==> config.mk <==
export PLATFORM = sky130hd
export DESIGN_NAME = escalonador_quantum
export DESIGN_NICKNAME = d
export VERILOG_FILES = /design/src/rtl/escalonador_quantum.sv
export SDC_FILE = /design/constraint.sdc
export NUM_CORES = 1
export LEC_CHECK = 0
export BUFFER_PORTS_ARGS = -buffer_cell sky130_fd_sc_hd__buf_2
export CAP_MARGIN = 10
export CORE_UTILIZATION = 50
export DETAILED_ROUTE_END_ITERATION = 10
export GPL_ROUTABILITY_DRIVEN = 0
export PLACE_DENSITY = 0.76
export SLEW_MARGIN = 10
export SYNTH_ARGS = -nofsm -noshare
export SYNTH_HDL_FRONTEND = slang
export SYNTH_SLANG_ARGS = --single-unit
==> constraint.sdc <==
create_clock -name clock -period 17.7 [get_ports clock]
set_input_delay 3.54 -clock clock [delete_from_list [all_inputs] [get_ports clock]]
set_output_delay 3.54 -clock clock [all_outputs]
set_load 0.02 [all_outputs]
==> src/rtl/escalonador_quantum.sv <==
// Round-robin, time-sliced program scheduler: counts retired instructions against a
// quantum and requests context switches, supplying the next program id and base address.
module escalonador_quantum #(
    parameter int NUM_PROGS   = 5,
    parameter int QUANTUM     = 64,
    parameter int ADDR_WIDTH  = 32,
    parameter int ID_WIDTH    = 3,
    parameter int BASE_PROG   = 2000,
    parameter int PROG_STRIDE = 1000
) (
    input  logic                  clock,
    input  logic                  reset,
    input  logic                  start,
    input  logic [NUM_PROGS-1:0]  prog_enable,
    input  logic                  instr_retired,
    input  logic                  prog_halt,
    output logic                  irq,
    input  logic                  irq_ack,
    input  logic                  ctx_done,
    output logic [ID_WIDTH-1:0]   cur_prog,
    output logic [ID_WIDTH-1:0]   next_prog,
    output logic [ADDR_WIDTH-1:0] next_base,
    output logic                  busy,
    output logic                  all_done
);

    localparam int unsigned      NP    = NUM_PROGS;
    localparam int               CNT_W = $clog2(QUANTUM + 1);
    localparam logic [CNT_W-1:0] QLAST = CNT_W'(QUANTUM - 1);

    typedef enum logic [2:0] {
        S_IDLE,
        S_PICK,
        S_REQ,
        S_SWITCH,
        S_RUN,
        S_DONE
    } state_t;

    state_t                r_state;
    state_t                w_next_state;
    logic [NUM_PROGS-1:0]  r_active;
    logic [CNT_W-1:0]      r_cnt;
    logic [ID_WIDTH-1:0]   r_cur;
    logic [ID_WIDTH-1:0]   r_next;
    logic [ADDR_WIDTH-1:0] r_base;
    logic                  r_running;

    logic [NUM_PROGS-1:0]  w_cur_mask;
    logic [NUM_PROGS-1:0]  w_remaining;
    logic [ID_WIDTH-1:0]   w_sel;
    logic [ADDR_WIDTH-1:0] w_sel_base;
    logic                  w_found;
    logic                  w_start_ok;
    logic                  w_halt;
    logic                  w_retire;
    logic                  w_expire;
    logic                  w_direct;

    always_comb begin
        w_cur_mask = '0;
        for (int unsigned i = 0; i < NP; i++) begin
            w_cur_mask[i] = (r_cur == ID_WIDTH'(i));
        end
    end

    assign w_remaining = r_active & ~w_cur_mask;

    // Cyclic search starting after cur_prog (cur_prog last); with nothing running yet,
    // the search base is the last slot so slot 0 is examined first.
    always_comb begin
        int unsigned w_base_idx;
        int unsigned w_pos;
        w_sel      = r_cur;
        w_found    = 1'b0;
        w_base_idx = r_running ? 32'(r_cur) : (NP - 1);
        for (int unsigned k = 1; k <= NP; k++) begin
            w_pos = w_base_idx + k;
            if (w_pos >= NP) begin
                w_pos = w_pos - NP;
            end
            for (int unsigned j = 0; j < NP; j++) begin
                if (!w_found && r_active[j] && (w_pos == j)) begin
                    w_found = 1'b1;
                    w_sel   = ID_WIDTH'(j);
                end
            end
        end
    end

    assign w_sel_base = ADDR_WIDTH'(BASE_PROG)
                      + ADDR_WIDTH'(w_sel) * ADDR_WIDTH'(PROG_STRIDE);

    assign w_start_ok = start && ((r_state == S_IDLE) || (r_state == S_DONE));
    assign w_halt     = (r_state == S_RUN) && prog_halt;
    assign w_retire   = (r_state == S_RUN) && instr_retired;
    assign w_expire   = w_retire && (r_cnt == QLAST);
    assign w_direct   = r_running && (w_sel == r_cur);

    always_ff @(posedge clock) begin
        if (!reset) begin
            r_state <= S_IDLE;
        end else begin
            r_state <= w_next_state;
        end
    end

    always_comb begin
        w_next_state = r_state;
        case (r_state)
            S_IDLE, S_DONE: begin
                if (w_start_ok) begin
                    w_next_state = (|prog_enable) ? S_PICK : S_DONE;
                end
            end
            S_PICK: begin
                w_next_state = w_direct ? S_RUN : S_REQ;
            end
            S_REQ: begin
                if (irq_ack) begin
                    w_next_state = S_SWITCH;
                end
            end
            S_SWITCH: begin
                if (ctx_done) begin
                    w_next_state = S_RUN;
                end
            end
            S_RUN: begin
                // A halt takes priority over a simultaneous quantum expiry.
                if (w_halt) begin
                    w_next_state = (|w_remaining) ? S_PICK : S_DONE;
                end else if (w_expire) begin
                    w_next_state = S_PICK;
                end
            end
            default: w_next_state = S_IDLE;
        endcase
    end

    always_comb begin
        irq      = (r_state == S_REQ);
        busy     = (r_state == S_PICK) || (r_state == S_REQ)
                || (r_state == S_SWITCH) || (r_state == S_RUN);
        all_done = (r_state == S_DONE);
    end

    always_ff @(posedge clock) begin
        if (!reset) begin
            r_active  <= '0;
            r_cnt     <= '0;
            r_cur     <= '0;
            r_next    <= '0;
            r_base    <= '0;
            r_running <= 1'b0;
        end else begin
            if (w_start_ok) begin
                r_active  <= prog_enable;
                r_running <= 1'b0;
            end
            if (r_state == S_PICK) begin
                r_next <= w_sel;
                r_base <= w_sel_base;
                if (w_direct) begin
                    r_cnt <= '0;
                end
            end
            if ((r_state == S_SWITCH) && ctx_done) begin
                r_cur     <= r_next;
                r_cnt     <= '0;
                r_running <= 1'b1;
            end
            if (w_halt) begin
                r_active <= w_remaining;
            end else if (w_retire) begin
                r_cnt <= r_cnt + CNT_W'(1);
            end
        end
    end

    assign cur_prog  = r_cur;
    assign next_prog = r_next;
    assign next_base = r_base;

endmodule

Word level (Yosys, flattened, before mapping)
Index checks and enable logic that the tools add are counted.
- register bits: 54
- bits in latches: 0
- RAM bits: 0
- ROM bits: 0
- input bits: 12
- output and inout port bits: 41
- logic and storage cells: 231
- memories kept: 0
- add/sub/neg operators: 12
- $mul: 1
- divide/modulo/power cells: 0
- magnitude comparators: 5
- equal/unequal tests: 35
- shift-type cells: 0
- muxes and demuxes: 73
- bitwise gates (word level): 2
- reduce and logical (&&, ||, !) cells: 96
- operators with widths (cell ; count):
    $eq 32x2->1 const B ; 10
    $eq 32x1->1 const B ; 5
    $eq 32x3->1 const B ; 5
    $logic_not 32->1 ; 5
    $mux 32 ; 5
    $mux 3 ; 34
    $logic_and 1x1->1 ; 55
    $mux 7 ; 5
    $mux 1 ; 26
    $sub 4x3->5 const B ; 5
    $logic_not 1->1 ; 24
    $ge 4x3->1 const B ; 5
    $pmux 3 s5 ; 1
    $add 11x13->14 const A ; 1
    $eq 3x2->1 const B ; 4
    $mul 3x7->10 const B ; 1
    $mux 5 ; 2
    $reduce_or 5->1 ; 2
    $eq 3x3->1 const B ; 3
    $add 3x2->4 const B ; 2
    $add 3x3->4 const B ; 2
    $add 7x1->7 const B ; 1
    $eq 7x6->1 const B ; 1
    $eq 3x1->1 const B ; 2
    12 further kinds ; 18

Logic depth before layout (Yosys ltp)
Gate-level depths: netlist (run 1).
- depth in word-level cells: 110
- gate-level depth with buffers: 27
- depth with buffers taken out: 25

Worst setup path after synthesis (run 1)
No wires, ideal clock.
- path kind: register to register
- start: register r_cur[1], in the netlist cur_prog[1]
- end: register r_base[12], in the netlist next_base[12]
- library setup time: 0.116 ns
- arrival time: 6.139 ns
- required time: 17.584 ns
- path slack: 11.445 ns
- cell stages (with the launch flop): 25
- path buffers: 0
- period minus slack after synthesis: 6.255 ns
- cell sequence: dfxtp_1 nand2_2 inv_1 ha_1 inv_1 fa_1 nor2b_1 a31oi_2 o311a_1 nand4_2 nor4_4 nand3_1 a21boi_0 inv_1 fa_1 inv_1 fa_1 inv_1 fa_1 nor2_1 a31oi_1 o21ai_0 xor2_1 nand2_1 o211a_1
- longest elaborated chain between the ends: 105
- elaborated cells on any way between the ends: 170
- those cells by class: add/sub: 11; mul: 1; order compare: 5; eq/ne: 20; mux: 55; reduce/logical: 78
- ends and longest elaborated chain (what ; RTL line ; text):
    start: declaration ; 44 ; logic [ID_WIDTH-1:0] r_cur;
    start signal: assignment ; 169 ; r_cur <= r_next;
    $mux 3 (*) ; 76 ; w_base_idx = r_running ? 32'(r_cur) : (NP - 1);
    $add 3x1->4 ; 78 ; w_pos = w_base_idx + k;
    $sub 4x3->5 or $ge 4x3->1 (tied branches) ; 80, 79 ;
    $mux 32 ; 79 ; if (w_pos >= NP) begin
    $logic_not 32->1 ; 83 ; if (!w_found && r_active[j] && (w_pos == j)) begin
    $logic_and 1x1->1 ; 83 ;
    $mux 1 ; 83 ;
    $logic_not 1->1 ; 83 ;
    [88 not listed] ; n/a ;
    $logic_and 1x1->1 (2 in series) ; 83 ;
    $mux 1 ; 83 ;
    $logic_not 1->1 ; 83 ;
    $logic_and 1x1->1 (2 in series) ; 83 ;
    $mux 3 (*) ; 83 ;
    named net w_sel[0] ; 51 ; logic [ID_WIDTH-1:0] w_sel;
    $mul 3x7->10 (*) ; 92 ; + ADDR_WIDTH'(w_sel) * ADDR_WIDTH'(PROG_STRIDE);
    $add 11x13->14 (*) ; 92 ;
    end signal: assignment ; 163 ; r_base <= w_sel_base;
    end: declaration ; 46 ; logic [ADDR_WIDTH-1:0] r_base;
Mark *: on every way through the listed nets, which the timed path passes. The rest lies on a longest branch.
A chain may end at the register's enable or synchronous reset.

Worst setup path after layout (run 1)
- start: register r_running
- end: register r_base[12], in the netlist next_base[12]
- longest elaborated chain between the ends: 105
- elaborated cells on any way between the ends: 170
- those cells by class: add/sub: 11; mul: 1; order compare: 5; eq/ne: 20; mux: 55; reduce/logical: 78
- ends and longest elaborated chain (what ; RTL line ; text):
    start: declaration ; 47 ; logic r_running;
    start signal: assignment ; 155 ; r_running <= 1'b0;
    start signal: assignment ; 159 ; r_running <= 1'b0;
    start signal: assignment ; 171 ; r_running <= 1'b1;
    $mux 3 (*) ; 76 ;
    $add 3x1->4 ; 78 ;
    $sub 4x3->5 or $ge 4x3->1 (tied branches) ; 80, 79 ;
    $mux 32 ; 79 ;
    $logic_not 32->1 ; 83 ;
    $logic_and 1x1->1 ; 83 ;
    $mux 1 ; 83 ;
    $logic_not 1->1 ; 83 ;
    [88 not listed] ; n/a ;
    $logic_and 1x1->1 (2 in series) ; 83 ;
    $mux 1 ; 83 ;
    $logic_not 1->1 ; 83 ;
    $logic_and 1x1->1 (2 in series) ; 83 ;
    $mux 3 (*) ; 83 ;
    named net w_sel[0] ; 51 ;
    $mul 3x7->10 (*) ; 92 ;
    $add 11x13->14 (*) ; 92 ;
Marked as above.

==> qor.yml, run 1 <==
sta:
  tightest_slew_ns: 0.9516
  whs_ns: 0.4711
  hold_viol_final: 0
  fmax_ghz: 0.1273
  relSlewSlack: 0.3647
  setup_viol: 0
  final.period_utilization: 0.4439
  skew_ns: 0.003123
  tns_ns: 0
  grt_setup_unrepaired: "false"
  maxSlewViolCount: 0
  min_period_ns: 7.858
routing:
  wl_um: 10620
  wl_per_cell_um: 16.78
  drc: 0
  num_vias: 4031
  viasPerCell: 6.368
  drt-initial-drc-count: 371
  drt_pass1_iterations: 5
  ant_nets: 0
cts:
  clk_pin_slew_ns: 0.07
  cts_made_buffers: 5
  htreeDepth: 2
  ctsResizeCount: 0
  cts_setup_buffers: 0
  cts_tree: "yes"
  clk_latency_ns: 0.29
  holdBufCountCts: 0
  root_buffer: "clkbuf_8"
  cts_buffer_depth: 2
  cts_sinks: 32
synthesis:
  avgSynthCellArea_um2: 7.913
  synth_compound_area_frac: 0.3273
  synth_top_flop_cell: "dfxtp_1"
  yosys.area_share.simple: 0.2825
  synth_fa_ha_area_frac: 0.1062
  yosysMostFrequentCell: "nand2_1"
  syn_area_um2: 4075
  yosys_warnings: 0
  synth_edf_count: 0
  synthArstFlopShare: 0
  muxShareOfSynthArea: 0.01504
  synth_top_area_cell: "dfxtp_1"
  yosys.area.top_type_share: 0.1572
  netlist_instances: 515
  synthTopCellsByCount: "nand2_1 (54), dfxtp_1 (32), nor2_1 (29)"
  yosys.area_share.xor_xnor: 0.01719
  synth-seq-cells: 32
  ys_seq_area_frac: 0.1572
  ys_types: 100
  synth.area.top_cells: "dfxtp_1 (16%), ha_1 (7.7%), nand2_1 (5.0%), buf_4 (4.4%), a21oi_1 (3.2%)"
  synth_top_family_by_area: "compound AO/OA/AOI/OAI gates"
floorplan:
  std_cell_rows: 32
  start_util: 0.5220
  core_area_um2: 7807
  die_area_um2: 8516
  ios: 53
  die_w_um: 92.28
  die_h_um: 92.28
layout:
  fin_cells: 633
  nFillCells: 738
  final-seq-area_um2: 640.6
  layout.nets: 573
  area.growth.synth_to_final_pct: 4.851
  final_util: 0.5473
  num_antenna_cells: 0
  multiInputGateArea_um2: 3128
  drive_gt1_frac: 0.1751
global_routing:
  grt_overflow: 0
  antenna_found_initial: 0
  grt_start_max_net_pins: 31
  grt_pass1_vias: 3678
  grt_pass1_wl_um: 17550
  track_usage: 0.2512
critical_path:
  cp_top_family: "adder cells"
  critPathBufInv: 4
  crit_path_end_kind: "flop"
  cp.required_ns: 17.89
  slowest_delay_ns: 0.95
  worstSetupStartpointType: "flop"
  slowest_stage: "dfxtp_1"
  critical_path_class: "reg2reg"
  worst_path_most_repeated_cell: "inv_1"
  crit_chain: "nand2_2 > inv_1 > ha_1 > a21o_1 > nand2_1 > a31oi_2 > o311ai_2 > nor4_2 > nand4b_1 > a2bb2oi_1 > o21ai_1 > a21boi_0 > inv_1 > fa_1 > inv_1 > fa_1 > inv_1 > fa_1 > nor2_1 > a31oi_1 > o21ai_0 > xor2_1 > nand2_1 > o211a_1"
  crit_arrival_ns: 8.04
  path_max_fanout: 23
power_and_ir_drop:
  power_w: 0.0003661
  powerDensity_nw_per_um2: 85.67
  leakage_nw: 1.785
  ir_drop_mv: 0.1091
hold_path:
  hold_path.class: "reg2reg"
job:
  maxCapViolCount: 0
place:
  placement.io_buffers: 31
  dpl.hpwl_um: 7854
  place_inst: 625
run_status:
  outcome: "complete, no violations"
kinds of logic (layout without fill, tap and decap cells):
group	Yosys count	in the layout
AO/OA/AOI/OAI	168	168
buffers and inverters	68	64
multiplexers	6	6
XOR/XNOR	8	8
AND/OR/NAND/NOR	201	201
flip-flops	32	32
adder cells (fa/ha/maj)	31	31
other	1	21
layout by cell type, fill, tap and decap left out, types with 6 or more instances in the layout:
| master | count |
|---|---|
| ha_1 | 25 |
| nand2b_1 | 15 |
| nor3_1 | 9 |
| and3_1 | 10 |
| nor2b_1 | 10 |
| o21ai_0 | 22 |
| nand2_1 | 54 |
| conb_1 | 21 |
| a21oi_1 | 26 |
| a21boi_0 | 13 |
| o22ai_1 | 7 |
| a31oi_1 | 8 |
| nand3_1 | 19 |
| dfxtp_1 | 32 |
| buf_2 | 31 |
| fa_1 | 6 |
| inv_1 | 19 |
| nor2_1 | 29 |
registers in the layout, indices dropped and copies added (netlist names):
signal / count
r_cnt: 7
r_active: 5
next_prog: 3
r_running: 1
cur_prog: 3
next_base: 10
r_state: 3
worst register-to-register path, stage by stage, from the launching register on:
cell and delay [ns]:
dfxtp_1 0.95, nand2_2 0.34, inv_1 0.39, ha_1 0.76, a21o_1 0.24, nand2_1 0.09
a31oi_2 0.25, o311ai_2 0.21, nor4_2 0.44, nand4b_1 0.15, a2bb2oi_1 0.27, o21ai_1 0.14
a21boi_0 0.66, inv_1 0.24, fa_1 0.75, inv_1 0.10, fa_1 0.42, inv_1 0.09
fa_1 0.47, nor2_1 0.20, a31oi_1 0.11, o21ai_0 0.11, xor2_1 0.18, nand2_1 0.07
o211a_1 0.13
power breakdown:
group          switching (W)  leakage [nW]  internal, W   total, W
combinational       0.000119          1.47    0.0000761   0.000196
sequential         0.0000153         0.260    0.0000836  0.0000989
clock              0.0000300        0.0541    0.0000416  0.0000716
total               0.000165          1.79     0.000201   0.000366
layer usage:
metal / global-route usage / routed length (um) / vias to the layer above
li1: - / - / 1914
met1: 0.3312 / 4609 / 1905
met2: 0.4080 / 4891 / 177
met3: 0.04063 / 827 / 35
met4: 0.09766 / 296 / 0
met5: 0 / 0 / -
metrics by stage:
step / worst slack [ns] / area (um^2)
floorplan: 11.44 / 4150
global placement: 10.24 / 4161
detailed placement: 10.01 / 4161
CTS: 9.997 / 4273
global route: 9.204 / 4273
finish: 9.842 / 4273
cell type report:
type                    instances  share of cell area
multi-input cells             435              0.7321
flip-flops and latches         32              0.1499
repair buffers                 35             0.04334
well taps                     102             0.02987
inverters                      21             0.01874
clock buffers                   5             0.01611
clock inverters                 3            0.009956
path summary, 6_finish.rpt:
kind	start	endpoint	slack (ns)	cells past startpoint
worst max register to register	r_running	next_base[12]	9.84	24
worst max-delay path	r_running	next_base[12]	9.84	24
worst min-delay path	next_base[13]	next_base[13]	0.47	2
worst min register to register	next_base[13]	next_base[13]	0.47	2
No activity file was read; power rests on OpenSTA's default activity.
==> run 2: changes to the inputs <==
==> constraint.sdc (replaced) <==
create_clock -name clock -period 7.7 [get_ports clock]
set_input_delay 1.54 -clock clock [delete_from_list [all_inputs] [get_ports clock]]
set_output_delay 1.54 -clock clock [all_outputs]
set_load 0.02 [all_outputs]
==> run 2 against run 1 <==
Against the previous run: wire length increased by 0.95%; clock power increased by 130%; core utilization increased by 0.19 points; largest power group unchanged; register-to-register slack got worse by 9.3 ns.
==> qor.yml, run 2 (same netlist as run 1, synthesis figures left out) <==
job:
  maxCapViolCount: 0  # unchanged
critical_path:
  crit_start: "cur_prog[1]"
  slowest_delay_ns: 0.74  # -0.21 ns
  path_max_fanout: 20  # -13%
  cp.required_ns: 7.88  # -10.01 ns
  worstSetupStartpointType: "flop"
  r2r-end: "next_base[12]"
  critical_path_class: "reg2reg"
  slowest_stage: "dfxtp_1"
  worst_path_most_repeated_cell: "inv_1"
  crit_path_end_kind: "flop"
  crit_arrival_ns: 7.36  # -0.68 ns
  r2r_slack_ns: 0.52  # -9.32 ns
  cp-endpoint: "next_base[12]"
  rr_startpoint: "cur_prog[1]"
  ff2ff_path_depth: 25  # +4.2%
layout:
  area.growth.synth_to_final_pct: 5.219
  layout.nets: 575  # +0.35%
  mostFrequentLayoutCell: "nand2_1"
  drive_gt1_frac: 0.1782  # +0.003095
  largest_register_ffs: 10  # unchanged
  nFillCells: 717  # -2.8%
  num_antenna_cells: 0  # unchanged
  layout_common_cells: "nand2_1 (54), dfxtp_1 (32), buf_2 (31)"
  final_util: 0.5492  # +0.001923
routing:
  wl_per_cell_um: 16.89  # +0.63%
  drt_pass1_iterations: 6  # +1
  drt-initial-drc-count: 310  # -16%
  ant_nets: 0  # unchanged
  drc: 0  # unchanged
  viasPerCell: 6.367  # about the same
  num_vias: 4043  # +0.30%
  wl_um: 10730  # +0.95%
cts:
  cts_made_buffers: 5  # unchanged
  cts_tree: "yes"
  clk_pin_slew_ns: 0.07  # about the same
  cts_buffer_depth: 2  # unchanged
  ctsResizeCount: 0  # unchanged
  root_buffer: "clkbuf_8"
  cts_setup_buffers: 0  # unchanged
  clk_latency_ns: 0.28  # about the same
  htreeDepth: 2  # unchanged
  holdBufCountCts: 0  # unchanged
  cts_sinks: 32  # unchanged
global_routing:
  grt_pass1_wl_um: 17820  # +1.5%
  antenna_found_initial: 0  # unchanged
  track_usage: 0.2543  # +0.003057
  grt_pass1_vias: 3811  # +3.6%
  grt_start_max_net_pins: 31  # unchanged
  grt_overflow: 0  # unchanged
floorplan:
  die_area_um2: 8516  # unchanged
  core_area_um2: 7807  # unchanged
  ios: 53  # unchanged
  start_util: 0.5220  # unchanged
  die_w_um: 92.28  # unchanged
  die_h_um: 92.28  # unchanged
  std_cell_rows: 32  # unchanged
sta:
  fmax_ghz: 0.1392  # +9.4%
  setup_viol: 0  # unchanged
  min_period_ns: 7.183  # -0.6752 ns
  hold_viol_final: 0  # unchanged
  maxSlewViolCount: 0  # unchanged
  fin_ws_ns: 0.5174  # -9.325 ns
  grt_setup_unrepaired: "false"
  tightest_slew_ns: 0.8776  # -0.07402 ns
  skew_ns: 0.003934  # +0.0008113 ns
  relSlewSlack: 0.4096  # +0.04482
  final.period_utilization: 0.9328  # +0.4889
  tns_ns: 0  # unchanged
place:
  dpl.hpwl_um: 8103  # +3.2%
  placement.io_buffers: 31  # unchanged
  place_ws_ns: 0.6958  # -9.314 ns
power_and_ir_drop:
  ir_drop_mv: 0.1797  # +65%
  leakage_nw: 1.796  # +0.60%
  powerDensity_nw_per_um2: 198.9  # +130%
run_status:
  outcome: "complete, no violations"
hold_path:
  hold_path.class: "reg2reg"
-- run 2: changes by cell type in the layout (fill, tap and decap cells not counted) --
| cell | delta |
|---|---|
| buf_4 | +2 |
-- run 2: worst min-delay path by stage --
| stage | slack, ns | startpoint | cells past startpoint | end |
|---|---|---|---|---|
| 5_1_grt | 0.50 | r_cnt[4] | 1 | r_cnt[4] |
| 3_5_place_dp | 0.45 | next_base[13] | 2 | next_base[13] |
| 4_1_cts | 0.47 | r_cnt[2] | 1 | r_cnt[2] |
| 6_report | 0.47 | next_base[13] | 2 | next_base[13] |
| 2_1_floorplan | 0.42 | r_cnt[2] | 1 | r_cnt[2] |
| 3_3_place_gp | 0.45 | r_cnt[2] | 1 | r_cnt[2] |
-- run 2: layer usage --
layer,global-route usage,vias to the layer above,part of all wire
met1,0.3380,1916,0.43
met4,0.07292,0,0.021
li1,-,1915,-
met2,0.4223,180,0.47
met5,0,-,0
met3,0.04063,32,0.071
-- run 2: report_power, final --
group	leakage (nW)	switching, W	internal, W
Combinational	1.48	0.000285	0.000179
Sequential	0.260	0.0000343	0.000192
Clock	0.0541	0.0000669	0.0000957
Total	1.80	0.000386	0.000467
-- run 2: worst max-delay path: cells and delay by family (launching register included) --
kind / cells / cell delay [ns]
compound gates: 9 / 1.69
simple gates: 6 / 1.29
flops: 1 / 0.74
xor+xnor: 1 / 0.18
fa+ha+maj: 4 / 2.34
buf+inv: 5 / 0.84
-- run 2: area by class of cell --
| type | count | area [um^2] | area share |
|---|---|---|---|
| well taps | 102 | 127.6 | 0.02976 |
| clock inverters | 3 | 42.54 | 0.009921 |
| clock buffers | 5 | 68.82 | 0.01605 |
| inverters | 21 | 80.08 | 0.01868 |
| repair buffers | 37 | 200.2 | 0.04669 |
| flip-flops and latches | 32 | 640.6 | 0.1494 |
| multi-input cells | 435 | 3128 | 0.7295 |
-- run 2: per-stage QoR --
step / power [W] / hold WS [ns] / area, um^2 / instances
floorplan: 0.0005843 / 0.4248 / 4150 / 535
global placement: 0.0006739 / 0.4487 / 4177 / 627
detailed placement: 0.0006851 / 0.4507 / 4177 / 627
CTS: 0.0008493 / 0.4704 / 4288 / 635
global route: 0.0009100 / 0.4950 / 4288 / 635
finish: 0.0008527 / 0.4727 / 4288 / 635
==> run 3: changes to the inputs <==
--- a/config.mk
+++ b/config.mk
@@ -7,10 +7,12 @@
 export LEC_CHECK = 0
 export BUFFER_PORTS_ARGS = -buffer_cell sky130_fd_sc_hd__buf_2
 export CAP_MARGIN = 10
-export CORE_UTILIZATION = 50
+export CELL_PAD_IN_SITES_DETAIL_PLACEMENT = 2
+export CELL_PAD_IN_SITES_GLOBAL_PLACEMENT = 2
+export CORE_UTILIZATION = 35
 export DETAILED_ROUTE_END_ITERATION = 10
 export GPL_ROUTABILITY_DRIVEN = 0
-export PLACE_DENSITY = 0.76
+export PLACE_DENSITY = 0.87
 export SLEW_MARGIN = 10
 export SYNTH_ARGS = -nofsm -noshare
 export SYNTH_HDL_FRONTEND = slang
==> constraint.sdc (replaced) <==
create_clock -name clock -period 7.7 [get_ports clock]
set_input_delay 1.54 -clock clock [delete_from_list [all_inputs] [get_ports clock]]
set_output_delay 1.54 -clock clock [all_outputs]
set_load 0.01 [all_outputs]
==> run 3 against run 2 <==
Against the previous run: clock skew is 0.0038 ns higher; hold slack worse by 0.011 ns; final cell count is 6.8% higher; sequential power hardly changed; wire length is 39% higher; non-clock buffer count is 2 higher; via count is 2.9% higher; maximum frequency is 2.0% higher.
==> qor.yml, run 3 (same netlist as run 1, synthesis figures left out) <==
floorplan:
  die_h_um: 109.9  # +19%
  std_cell_rows: 39  # +22%
  start_util: 0.3584  # -0.1635
  die_area_um2: 12080  # +42%
  die_w_um: 109.9  # +19%
  core_area_um2: 11370  # +46%
  ios: 53  # unchanged
run_status:
  outcome: "complete, no violations"
cts:
  clk_latency_ns: 0.29  # about the same
  cts_sinks: 32  # unchanged
  root_buffer: "clkbuf_16"
  ctsResizeCount: 0  # unchanged
  cts_made_buffers: 5  # unchanged
  cts_setup_buffers: 0  # unchanged
  htreeDepth: 2  # unchanged
  holdBufCountCts: 0  # unchanged
  cts_tree: "yes"
  cts_buffer_depth: 2  # unchanged
  clk_pin_slew_ns: 0.06  # about the same
place:
  placed_cell_area_um2: 4243  # +1.6%
  dpl.hpwl_um: 10980  # +35%
  placement.io_buffers: 31  # unchanged
  place_ws_ns: 0.8019  # +0.1061 ns
routing:
  viasPerCell: 6.134  # -3.7%
  drt_pass1_iterations: 4  # -2
  num_vias: 4159  # +2.9%
  wl_per_cell_um: 21.98  # +30%
  ant_nets: 0  # unchanged
  drc: 0  # unchanged
  wl_um: 14900  # +39%
  drt-initial-drc-count: 283  # -8.7%
critical_path:
  crit_arrival_ns: 7.22  # -0.14 ns
  slowest_stage: "a2111oi_0"
  crit_path_end_kind: "flop"
  path_max_fanout: 22  # +10%
  crit_chain: "buf_4 > nand2_2 > ha_1 > nand2b_1 > a2111oi_0 > o21ai_0 > a21oi_1 > a41oi_1 > o32ai_1 > a22oi_1 > a21oi_1 > inv_1 > fa_1 > inv_1 > fa_1 > inv_1 > fa_1 > nor2_1 > a31oi_1 > o21ai_0 > xor2_1 > nand2_1 > o211a_1"
  cp.required_ns: 7.87  # about the same
  critical_path_class: "reg2reg"
  slowest_delay_ns: 0.72  # -0.02 ns
  worstSetupStartpointType: "flop"
sta:
  tns_ns: 0  # unchanged
  relSlewSlack: 0.3979  # -0.01164
  grt_setup_unrepaired: "false"
  maxSlewViolCount: 0  # unchanged
  fin_ws_ns: 0.6555  # +0.1382 ns
  fmax_ghz: 0.1420  # +2.0%
  hold_viol_final: 0  # unchanged
  skew_ns: 0.007704  # +0.003770 ns
  tightest_slew_ns: 0.8949  # +0.01729 ns
  min_period_ns: 7.044  # -0.1382 ns
  final.period_utilization: 0.9149  # -0.01794
  setup_viol: 0  # unchanged
power_and_ir_drop:
  leakage_nw: 1.826  # +1.7%
  powerDensity_nw_per_um2: 205.7  # +3.4%
  ir_drop_mv: 0.1406  # -22%
global_routing:
  antenna_found_initial: 0  # unchanged
  grt_overflow: 0  # unchanged
  grt_pass1_vias: 4226  # +11%
  grt_start_max_net_pins: 31  # unchanged
  track_usage: 0.2496  # -0.004685
  grt_pass1_wl_um: 23090  # +30%
hold_path:
  hold_path.class: "reg2reg"
layout:
  largest_register_ffs: 10  # unchanged
  mostFrequentLayoutCell: "nand2_1"
  layout_common_cells: "nand2_1 (54), dfxtp_1 (32), buf_2 (31)"
  area.growth.synth_to_final_pct: 7.645
  drive_gt1_frac: 0.1813  # +0.003072
  layout.nets: 577  # +0.35%
  num_antenna_cells: 0  # unchanged
  fin_area_um2: 4387  # +2.3%
job:
  maxCapViolCount: 0  # unchanged
## run 3: cell count changes in the layout (fill, tap and decap cells not counted)
cell / previous run / this run
buf_4: 6 / 8
bufinv_16: 1 / 0
clkbuf_16: 0 / 5
clkbuf_8: 5 / 0
clkinv_2: 2 / 3
clkinv_4: 0 / 1
clkinvlp_4: 1 / 0
## run 3: metrics by stage
| stage | total power [W] | hold slack, ns | instances | util |
|---|---|---|---|---|
| after floorplan | 0.0005616 | 0.4248 | 535 | - |
| after global placement | 0.0006655 | 0.4459 | 670 | 0.3732 |
| after detailed placement | 0.0006977 | 0.4522 | 670 | 0.3732 |
| after CTS | 0.0009050 | 0.4655 | 678 | 0.3858 |
| after global routing | 0.0009638 | 0.4957 | 678 | 0.3858 |
| final | 0.0009023 | 0.4613 | 678 | 0.3858 |
## run 3: power breakdown
part           internal, W  total [W]  switching (W)
Sequential        0.000193   0.000228      0.0000351
Combinational     0.000181   0.000477       0.000297
Clock             0.000119   0.000197      0.0000781
## run 3: worst max-delay path, delay by kind of cell (launching register included)
kind	cells	cell delay, ns
buf+inv	4	0.73
compound gates	10	2.71
fa+ha+maj	4	2.31
xor+xnor	1	0.17
simple gates	4	0.65
flops	1	0.35
## run 3: final cells by class
type,count,area [um^2]
flip-flops and latches,32,640.6
repair buffers,39,215.2
inverters,21,80.08
clock inverters,3,18.77
clock buffers,5,125.1
well taps,143,178.9
multi-input cells,435,3128
fillers,1309,6983
## run 3: per-layer routing
metal  vias up  global-route usage  part of all wire
met5         -                   0                 0
met1      2123              0.3143              0.44
met2        95              0.4295              0.50
met4         0             0.09524             0.023
li1       1921                   -                 -
met3        20             0.03260             0.038
## run 3: path summary, 6_finish.rpt
path	from	end	slack, ns	cells past startpoint
worst max-delay path	r_running	next_base[12]	0.66	23
worst min-delay path	r_cnt[2]	r_cnt[2]	0.46	1
worst max register to register	r_running	next_base[12]	0.66	23
worst min register to register	r_cnt[2]	r_cnt[2]	0.46	1
